<file path="src/rtl/avst_pkt_gen_pkg.sv">
`default_nettype none
// +----------------------------------------------------------------------------+
// | avst_pkt_gen_pkg                                                           |
// | Register map, bit indices, FSM states and Avalon-MM/ST interfaces.         |
// | Revision: 1.0                                                              |
// +----------------------------------------------------------------------------+
package avst_pkt_gen_pkg;

  localparam logic [7:0] c_ADDR_CTRL   = 8'h00;
  localparam logic [7:0] c_ADDR_STATUS = 8'h01;
  localparam logic [7:0] c_ADDR_LEN    = 8'h02;
  localparam logic [7:0] c_ADDR_SEED   = 8'h03;
  localparam logic [7:0] c_ADDR_COUNT  = 8'h04;
  localparam logic [7:0] c_ADDR_GAP    = 8'h05;
  localparam logic [7:0] c_ADDR_SENT   = 8'h06;

  localparam int c_CTRL_START = 0;
  localparam int c_CTRL_ABORT = 1;
  localparam int c_STAT_BUSY  = 0;
  localparam int c_STAT_DONE  = 1;

  typedef enum logic [1:0] {
    ST_IDLE = 2'd0,
    ST_SEND = 2'd1,
    ST_GAP  = 2'd2
  } state_t;

endpackage

interface IAvalonMM #(
  parameter int ADDRESS_WIDTH = 8,
  parameter int DATA_WIDTH    = 32
);
  logic [ADDRESS_WIDTH-1:0] address;
  logic                     read;
  logic                     write;
  logic [DATA_WIDTH-1:0]    writedata;
  logic [DATA_WIDTH-1:0]    readdata;
  logic                     waitrequest;

  modport Slave  (input address, read, write, writedata, output readdata, waitrequest);
  modport Master (output address, read, write, writedata, input readdata, waitrequest);
endinterface

interface IAvalonST #(
  parameter int DATA_WIDTH  = 32,
  parameter int ERROR_WIDTH = 1,
  parameter int EMPTY_WIDTH = 2
);
  logic [DATA_WIDTH-1:0]  data;
  logic                   valid;
  logic                   ready;
  logic                   sop;
  logic                   eop;
  logic [EMPTY_WIDTH-1:0] empty;
  logic [ERROR_WIDTH-1:0] error;

  modport Source (output data, valid, sop, eop, empty, error, input ready);
  modport Sink   (input data, valid, sop, eop, empty, error, output ready);
endinterface
`default_nettype wire

</file>
<file path="src/rtl/avst_pkt_gen_regs.sv">
`default_nettype none
// +----------------------------------------------------------------------------+
// | avst_pkt_gen_regs                                                          |
// | Avalon-MM slave: register file, shadow latch, START/ABORT pulses.          |
// | Revision: 1.0                                                              |
// +----------------------------------------------------------------------------+
module avst_pkt_gen_regs
  import avst_pkt_gen_pkg::*;
#(
  parameter int DATA_WIDTH    = 32,
  parameter int ADDRESS_WIDTH = 8
) (
  input  logic                     clk,
  input  logic                     rst,
  input  logic [ADDRESS_WIDTH-1:0] i_address,
  input  logic                     i_read,
  input  logic                     i_write,
  input  logic [DATA_WIDTH-1:0]    i_writedata,
  output logic [DATA_WIDTH-1:0]    o_readdata,
  output logic                     o_waitrequest,
  input  logic                     i_busy,
  input  logic                     i_done_set,
  input  logic                     i_eop_xfer,
  output logic                     o_start,
  output logic                     o_abort,
  output logic [15:0]              o_len,
  output logic [DATA_WIDTH-1:0]    o_seed,
  output logic [15:0]              o_count,
  output logic [7:0]               o_gap
);

  logic [15:0]           r_len, r_count, r_sent;
  logic [DATA_WIDTH-1:0] r_seed;
  logic [7:0]            r_gap;
  logic [15:0]           r_len_sh, r_count_sh;
  logic [DATA_WIDTH-1:0] r_seed_sh;
  logic [7:0]            r_gap_sh;
  logic                  r_done, r_start, r_abort, r_rd_pend;
  logic [DATA_WIDTH-1:0] r_readdata;

  logic                  w_wr_ctrl, w_start, w_abort;
  logic [DATA_WIDTH-1:0] w_rdmux;

  assign w_wr_ctrl = i_write && (i_address == ADDRESS_WIDTH'(c_ADDR_CTRL));
  // r_start covers the one cycle before the FSM reports busy
  assign w_start   = w_wr_ctrl && i_writedata[c_CTRL_START] && !i_busy && !r_start;
  assign w_abort   = w_wr_ctrl && i_writedata[c_CTRL_ABORT] && i_busy;

  always_comb begin
    w_rdmux = '0;
    case (i_address)
      ADDRESS_WIDTH'(c_ADDR_STATUS): begin
        w_rdmux[c_STAT_BUSY] = i_busy;
        w_rdmux[c_STAT_DONE] = r_done;
      end
      ADDRESS_WIDTH'(c_ADDR_LEN):   w_rdmux = DATA_WIDTH'(r_len);
      ADDRESS_WIDTH'(c_ADDR_SEED):  w_rdmux = r_seed;
      ADDRESS_WIDTH'(c_ADDR_COUNT): w_rdmux = DATA_WIDTH'(r_count);
      ADDRESS_WIDTH'(c_ADDR_GAP):   w_rdmux = DATA_WIDTH'(r_gap);
      ADDRESS_WIDTH'(c_ADDR_SENT):  w_rdmux = DATA_WIDTH'(r_sent);
      default:                      w_rdmux = '0;
    endcase
  end

  always_ff @(posedge clk) begin
    if (rst) begin
      r_len      <= '0;
      r_seed     <= '0;
      r_count    <= '0;
      r_gap      <= '0;
      r_sent     <= '0;
      r_len_sh   <= '0;
      r_seed_sh  <= '0;
      r_count_sh <= '0;
      r_gap_sh   <= '0;
      r_done     <= 1'b0;
      r_start    <= 1'b0;
      r_abort    <= 1'b0;
      r_rd_pend  <= 1'b0;
      r_readdata <= '0;
    end else begin
      r_start <= w_start;
      r_abort <= w_abort;

      if (i_write) begin
        case (i_address)
          ADDRESS_WIDTH'(c_ADDR_LEN):   r_len   <= i_writedata[15:0];
          ADDRESS_WIDTH'(c_ADDR_SEED):  r_seed  <= i_writedata;
          ADDRESS_WIDTH'(c_ADDR_COUNT): r_count <= i_writedata[15:0];
          ADDRESS_WIDTH'(c_ADDR_GAP):   r_gap   <= i_writedata[7:0];
          default: ;
        endcase
      end

      if (w_start) begin
        r_len_sh   <= r_len;
        r_seed_sh  <= r_seed;
        r_count_sh <= r_count;
        r_gap_sh   <= r_gap;
        r_done     <= 1'b0;
        r_sent     <= '0;
      end else begin
        if (i_done_set) r_done <= 1'b1;
        if (i_eop_xfer) r_sent <= r_sent + 16'd1;
      end

      // one wait state: capture on the first read cycle, present on the second
      if (i_read && !r_rd_pend) begin
        r_rd_pend  <= 1'b1;
        r_readdata <= w_rdmux;
      end else begin
        r_rd_pend  <= 1'b0;
      end
    end
  end

  assign o_waitrequest = i_read && !r_rd_pend && !rst;
  assign o_readdata    = r_readdata;
  assign o_start       = r_start;
  assign o_abort       = r_abort;
  assign o_len         = r_len_sh;
  assign o_seed        = r_seed_sh;
  assign o_count       = r_count_sh;
  assign o_gap         = r_gap_sh;

endmodule
`default_nettype wire

</file>
<file path="src/rtl/avst_pkt_gen.sv">
`default_nettype none
// +----------------------------------------------------------------------------+
// | avst_pkt_gen                                                               |
// | Avalon-ST packet source of incrementing words, configured over Avalon-MM. |
// | Revision: 1.0                                                              |
// +----------------------------------------------------------------------------+
module avst_pkt_gen
  import avst_pkt_gen_pkg::*;
#(
  parameter int DATA_WIDTH    = 32,
  parameter int ADDRESS_WIDTH = 8
) (
  input  logic     Clk_CI,
  input  logic     Rst_RI,
  IAvalonMM.Slave  Mm,
  IAvalonST.Source St
);

  state_t                r_state, w_state_nxt;
  logic [DATA_WIDTH-1:0] r_word;
  logic [15:0]           r_beat, r_left;
  logic [7:0]            r_gap_cnt;
  logic                  r_abort_pend;

  logic                  w_start, w_abort;
  logic [15:0]           w_len, w_count, w_len_m1;
  logic [DATA_WIDTH-1:0] w_seed;
  logic [7:0]            w_gap;
  logic                  w_valid, w_xfer, w_eop, w_eop_xfer, w_last, w_abort_any, w_done_set;

  avst_pkt_gen_regs #(
    .DATA_WIDTH    (DATA_WIDTH),
    .ADDRESS_WIDTH (ADDRESS_WIDTH)
  ) u_regs (
    .clk           (Clk_CI),
    .rst           (Rst_RI),
    .i_address     (Mm.address),
    .i_read        (Mm.read),
    .i_write       (Mm.write),
    .i_writedata   (Mm.writedata),
    .o_readdata    (Mm.readdata),
    .o_waitrequest (Mm.waitrequest),
    .i_busy        (r_state != ST_IDLE),
    .i_done_set    (w_done_set),
    .i_eop_xfer    (w_eop_xfer),
    .o_start       (w_start),
    .o_abort       (w_abort),
    .o_len         (w_len),
    .o_seed        (w_seed),
    .o_count       (w_count),
    .o_gap         (w_gap)
  );

  // LEN of 0 behaves as a single-beat packet
  assign w_len_m1    = (w_len == 16'd0) ? 16'd0 : w_len - 16'd1;
  assign w_valid     = (r_state == ST_SEND);
  assign w_xfer      = w_valid && St.ready;
  assign w_eop       = (r_beat == w_len_m1);
  assign w_eop_xfer  = w_xfer && w_eop;
  assign w_last      = (w_count != 16'd0) && (r_left == 16'd1);
  assign w_abort_any = r_abort_pend || w_abort;

  always_ff @(posedge Clk_CI) begin
    if (Rst_RI) r_state <= ST_IDLE;
    else        r_state <= w_state_nxt;
  end

  always_comb begin
    w_state_nxt = r_state;
    case (r_state)
      ST_IDLE: if (w_start) w_state_nxt = ST_SEND;
      ST_SEND: begin
        if (w_eop_xfer) begin
          if (w_last || w_abort_any) w_state_nxt = ST_IDLE;
          else if (w_gap != 8'd0)    w_state_nxt = ST_GAP;
          else                       w_state_nxt = ST_SEND;
        end
      end
      ST_GAP:  if (r_gap_cnt == 8'd0) w_state_nxt = w_abort_any ? ST_IDLE : ST_SEND;
      default: w_state_nxt = ST_IDLE;
    endcase
  end

  assign w_done_set = (r_state != ST_IDLE) && (w_state_nxt == ST_IDLE);

  always_ff @(posedge Clk_CI) begin
    if (Rst_RI) begin
      r_word       <= '0;
      r_beat       <= '0;
      r_left       <= '0;
      r_gap_cnt    <= '0;
      r_abort_pend <= 1'b0;
    end else if (r_state == ST_IDLE && w_start) begin
      r_word       <= w_seed;
      r_beat       <= '0;
      r_left       <= w_count;
      r_abort_pend <= 1'b0;
    end else begin
      if (w_abort) r_abort_pend <= 1'b1;
      if (w_xfer) begin
        r_word <= r_word + DATA_WIDTH'(1);
        r_beat <= w_eop ? 16'd0 : r_beat + 16'd1;
      end
      if (w_eop_xfer && w_count != 16'd0) r_left <= r_left - 16'd1;
      if (w_eop_xfer)
        r_gap_cnt <= w_gap - 8'd1;
      else if (r_state == ST_GAP && r_gap_cnt != 8'd0)
        r_gap_cnt <= r_gap_cnt - 8'd1;
    end
  end

  assign St.valid = w_valid;
  assign St.data  = r_word;
  assign St.sop   = w_valid && (r_beat == 16'd0);
  assign St.eop   = w_valid && w_eop;
  assign St.empty = '0;
  assign St.error = '0;

endmodule
`default_nettype wire

</file>
<file path="src/flat_wrapper.sv">
// flat-port wrapper written by rule: the top's interface ports become plain ports
module avst_pkt_gen_flat import avst_pkt_gen_pkg::*;
#(
  parameter int DATA_WIDTH    = 32,
  parameter int ADDRESS_WIDTH = 8
)
  (Clk_CI, Rst_RI, Mm_address, Mm_read, Mm_write, Mm_writedata, Mm_readdata, Mm_waitrequest, St_data, St_valid, St_sop, St_eop, St_empty, St_error, St_ready);
  IAvalonMM #(.ADDRESS_WIDTH(ADDRESS_WIDTH), .DATA_WIDTH(DATA_WIDTH)) Mm_i ();
  IAvalonST #(.DATA_WIDTH(DATA_WIDTH), .ERROR_WIDTH(1)) St_i ();
  input  logic Clk_CI;
  input  logic Rst_RI;
  input wire logic [$bits(Mm_i.address)-1:0] Mm_address;
  input wire logic [$bits(Mm_i.read)-1:0] Mm_read;
  input wire logic [$bits(Mm_i.write)-1:0] Mm_write;
  input wire logic [$bits(Mm_i.writedata)-1:0] Mm_writedata;
  output wire logic [$bits(Mm_i.readdata)-1:0] Mm_readdata;
  output wire logic [$bits(Mm_i.waitrequest)-1:0] Mm_waitrequest;
  output wire logic [$bits(St_i.data)-1:0] St_data;
  output wire logic [$bits(St_i.valid)-1:0] St_valid;
  output wire logic [$bits(St_i.sop)-1:0] St_sop;
  output wire logic [$bits(St_i.eop)-1:0] St_eop;
  output wire logic [$bits(St_i.empty)-1:0] St_empty;
  output wire logic [$bits(St_i.error)-1:0] St_error;
  input wire logic [$bits(St_i.ready)-1:0] St_ready;
  assign Mm_i.address = Mm_address;
  assign Mm_i.read = Mm_read;
  assign Mm_i.write = Mm_write;
  assign Mm_i.writedata = Mm_writedata;
  assign Mm_readdata = Mm_i.readdata;
  assign Mm_waitrequest = Mm_i.waitrequest;
  assign St_data = St_i.data;
  assign St_valid = St_i.valid;
  assign St_sop = St_i.sop;
  assign St_eop = St_i.eop;
  assign St_empty = St_i.empty;
  assign St_error = St_i.error;
  assign St_i.ready = St_ready;
  avst_pkt_gen #(.DATA_WIDTH(DATA_WIDTH), .ADDRESS_WIDTH(ADDRESS_WIDTH)) u_core (.Clk_CI(Clk_CI), .Rst_RI(Rst_RI), .Mm(Mm_i), .St(St_i));
endmodule
</file>
<file path="config.mk">
export PLATFORM = sky130hd
export DESIGN_NAME = avst_pkt_gen_flat
export DESIGN_NICKNAME = d
export VERILOG_FILES = /design/src/rtl/avst_pkt_gen_pkg.sv /design/src/rtl/avst_pkt_gen_regs.sv /design/src/rtl/avst_pkt_gen.sv /design/src/flat_wrapper.sv
export SDC_FILE = /design/constraint.sdc
export NUM_CORES = 1
export LEC_CHECK = 0
export CAP_MARGIN = 20
export CORE_UTILIZATION = 60
export CTS_CLUSTER_DIAMETER = 120
export DETAILED_ROUTE_END_ITERATION = 8
export GPL_ROUTABILITY_DRIVEN = 0
export HOLD_SLACK_MARGIN = 0.1
export PLACE_DENSITY = 0.9
export SETUP_SLACK_MARGIN = 0.2
export SLEW_MARGIN = 20
export SYNTH_ARGS = -nofsm -noshare
export SYNTH_HDL_FRONTEND = slang
export SYNTH_HIERARCHICAL = 1
export SYNTH_SLANG_ARGS = --single-unit
export TNS_END_PERCENT = 30
</file>
<file path="constraint.sdc">
create_clock -name Clk_CI -period 13.89 [get_ports Clk_CI]
set_clock_uncertainty 0.1 [all_clocks]
set_input_delay 2.0835 -clock Clk_CI [delete_from_list [all_inputs] [get_ports Clk_CI]]
set_output_delay 2.0835 -clock Clk_CI [all_outputs]
set_load 0.05 [all_outputs]
</file>
==> flow_summary.toml <==
[run_status]
status = "finished, final reports clean"

[floorplanning]
core_region_area_mm2 = 0.0196
die-width_um = 144
dieArea_mm2 = 0.0207
initial_core_util_pct = 61.7
ios = 116
rows = 51
die_h_um = 144

[detailed_routing]
vias_per_cell = 6.47
antenna_left = 0
drt_iter0_markers = 1227
num_vias = 11100
drc = 0
wirelength_um = 34600
wl_per_cell_um = 20.2
first_pass_iters = 5

[clock_tree]
clk_pin_slew_ns = 0.07
postCtsSetupBuffers = 0
cts.repair.resized = 0
clockBufferDepth = 3
cts_tree = "yes"
h-tree-depth = 1
ctsHoldBuffers = 0
numCtsBuffers = 27
clock-sinks = 271
clockRootBuffer = "clkbuf_16"
clk_latency_ns = 0.55

[worst_setup_path]
worstSetupPathType = "reg2out"
critPathArrivalTime_ns = 4.45
critPathRequiredTime_ns = 11.71
ff2ff_path_depth = 16
startpoint_type = "flip-flop"
cp-end-kind = "output pin"
cp_max_fo = 9

[cells_and_area]
antenna_cells = 0
final_nets = 1476
syn_to_final_growth_pct = 17.8
final_cells = 1709
drive_above_1_share_pct = 6.58
finalInstanceArea_mm2 = 0.0142
nFillCells = 1326
final_util_pct = 72.7

[run]
drv_cap = 0

[placed_design]
dpl.hpwl_um = 23100
io_buffers = 112
placedCellCount = 1659
dpl-instance-area_mm2 = 0.0133

[global_routing]
grt_usage_pct = 33.3
antenna_found_initial = 0
grt_pass1_wl_um = 54000
grt_max_degree = 83
grt_pass1_vias = 10000
gr-total-overflow = 0

[synthesis]
yosysWarnings = 6
ys_types = 75
ys_ff_latch = 271
synth_edf_count = 0
avgSynthCellArea_um2 = 8.88
synthArstFlopShare_pct = 0
synthFlopType = "dfxtp_1"
postSynthCellCount = 1362
yosysSeqAreaShare_pct = 44.9
syn_area_mm2 = 0.0121

[timing]
finalHoldViolations = 0
fin_tns_setup_ns = 0
setup_violations = 0
fmax_mhz = 151
finalCritPeriodShare_pct = 47.8
rsz0062_at_grt = "no"
fin_crit_ns = 6.63
finalMaxSlewViolations = 0
timing.slew.headroom_pct = 32.9
worstMarginPinSlew_ns = 1.01

[power_and_ir_drop]
swShare_pct = 22.4
vdd_ir_drop_max_v = 0.000124
internal_power_mw = 1.30
seqPwrFrac_pct = 47.0
p_sw_mw = 0.374
p_leak_nw = 5.48
p_per_area_mw_per_mm2 = 117
p_total_mw = 1.67
combPwrFrac_pct = 4.8
clock_power_share_pct = 48.2

[worst_hold_path]
whs_path_depth = 2
hold_class = "reg2reg"
## area by class of cell
type | count | area [um2] | area share, %
Tap cell | 265 | 332 | 2.33
Sequential cell | 271 | 5430 | 38.1
Multi-Input combinational cell | 982 | 6210 | 43.6
Clock inverter | 13 | 219 | 1.54
Clock buffer | 37 | 773 | 5.43
Timing Repair Buffer | 126 | 1220 | 8.59
Inverter | 15 | 56.3 | 0.395
## critical path, stage by stage (launching register included)
cell and delay [ns]:
dfxtp_1 0.39, or4_4 0.55, or3_1 0.48, nor4b_1 0.50
mux2i_1 0.28, xor2_1 0.18, nand3_1 0.20, nor4b_1 0.44
clkdlybuf4s50_1 0.89
## final timing paths
path,startpoint,to,slack [ns]
worst min-delay path,u_core/u_regs/r_seed[15],u_core/u_regs/r_seed[15],0.37
worst min register to register,u_core/u_regs/r_seed[15],u_core/u_regs/r_seed[15],0.37
worst max-delay path,u_core/u_regs/o_len[2],St_eop,7.26
worst max register to register,u_core/u_regs/o_len[2],u_core/r_gap_cnt[6],8.93
## synth_stat cells (31+ instances only)
cell | instances | share of area [%]
dfxtp_1 | 271 | 45
mux2i_1 | 58 | 4.8
nor2_1 | 183 | 5.7
a22o_1 | 72 | 5.2
a211oi_1 | 36 | 2.2
nand2_1 | 149 | 4.6
xnor2_1 | 31 | 2.2
xor2_1 | 44 | 3.2
o21ai_0 | 34 | 1.4
buf_2 | 31 | 1.3
a21oi_1 | 51 | 2.1
clkbuf_1 | 56 | 1.7
## layout by cell type (no fill, tap or decap), drive strengths merged, types with 25 or more instances in the layout
cell type      count
a22oi             26
a22o              72
nor3              27
xor2              44
clkbuf            37
nor2             184
a21oi             51
clkdlybuf4s50    111
xnor2             31
a211oi            36
nand3             27
or3               25
mux2i             58
dfxtp            271
nand2            149
o21ai             35
## metrics by stage
step	setup slack, ns	hold WS [ns]
3_5_place_dp	7.43	0.351
3_3_place_gp	7.44	0.350
5_1_grt	7.02	0.392
2_1_floorplan	7.68	0.332
6_report	7.26	0.374
4_1_cts	7.27	0.373
## power by group through the flow
| stage | Sequential, mW | Clock [mW] | Combinational, mW |
|---|---|---|---|
| floorplan | 0.805 | 0 | 0.0441 |
| global placement | 0.802 | 0 | 0.0768 |
| detailed placement | 0.802 | 0 | 0.0784 |
| CTS | 0.784 | 0.809 | 0.0788 |
| global route | 0.784 | 0.843 | 0.0847 |
| finish | 0.784 | 0.805 | 0.0803 |
## flip-flops by register name, indices dropped and copies added (netlist names), 2 cells and up
name	cells
u_core/St.data	32
u_core/u_regs/o_readdata	32
u_core/u_regs/o_seed	32
u_core/u_regs/r_seed	32
u_core/r_beat	16
u_core/r_left	16
u_core/u_regs/o_count	16
u_core/u_regs/o_len	16
u_core/u_regs/r_count	16
u_core/u_regs/r_len	16
u_core/u_regs/r_sent	16
u_core/r_gap_cnt	8
u_core/u_regs/o_gap	8
u_core/u_regs/r_gap	8
u_core/r_state	2
## cell families after synthesis
logic type,Yosys count,share of synthesized area (%)
flip-flops,271,44.9
buffers and inverters,111,3.98
adder cells (fa/ha/maj),8,0.828
AO/OA/AOI/OAI,290,17.4
AND/OR/NAND/NOR,537,21.6
multiplexers,68,5.73
other,1,0.0310
XOR/XNOR,76,5.62
## metal layers
metal	vias to the layer above	track usage (%)	wire length, um
met5	-	0	0
met4	0	11.4	1010
met3	98	5.96	3580
met2	623	50.3	15500
met1	5317	47.7	14500
li1	5027	-	-
(Power assumes the default switching activity.)
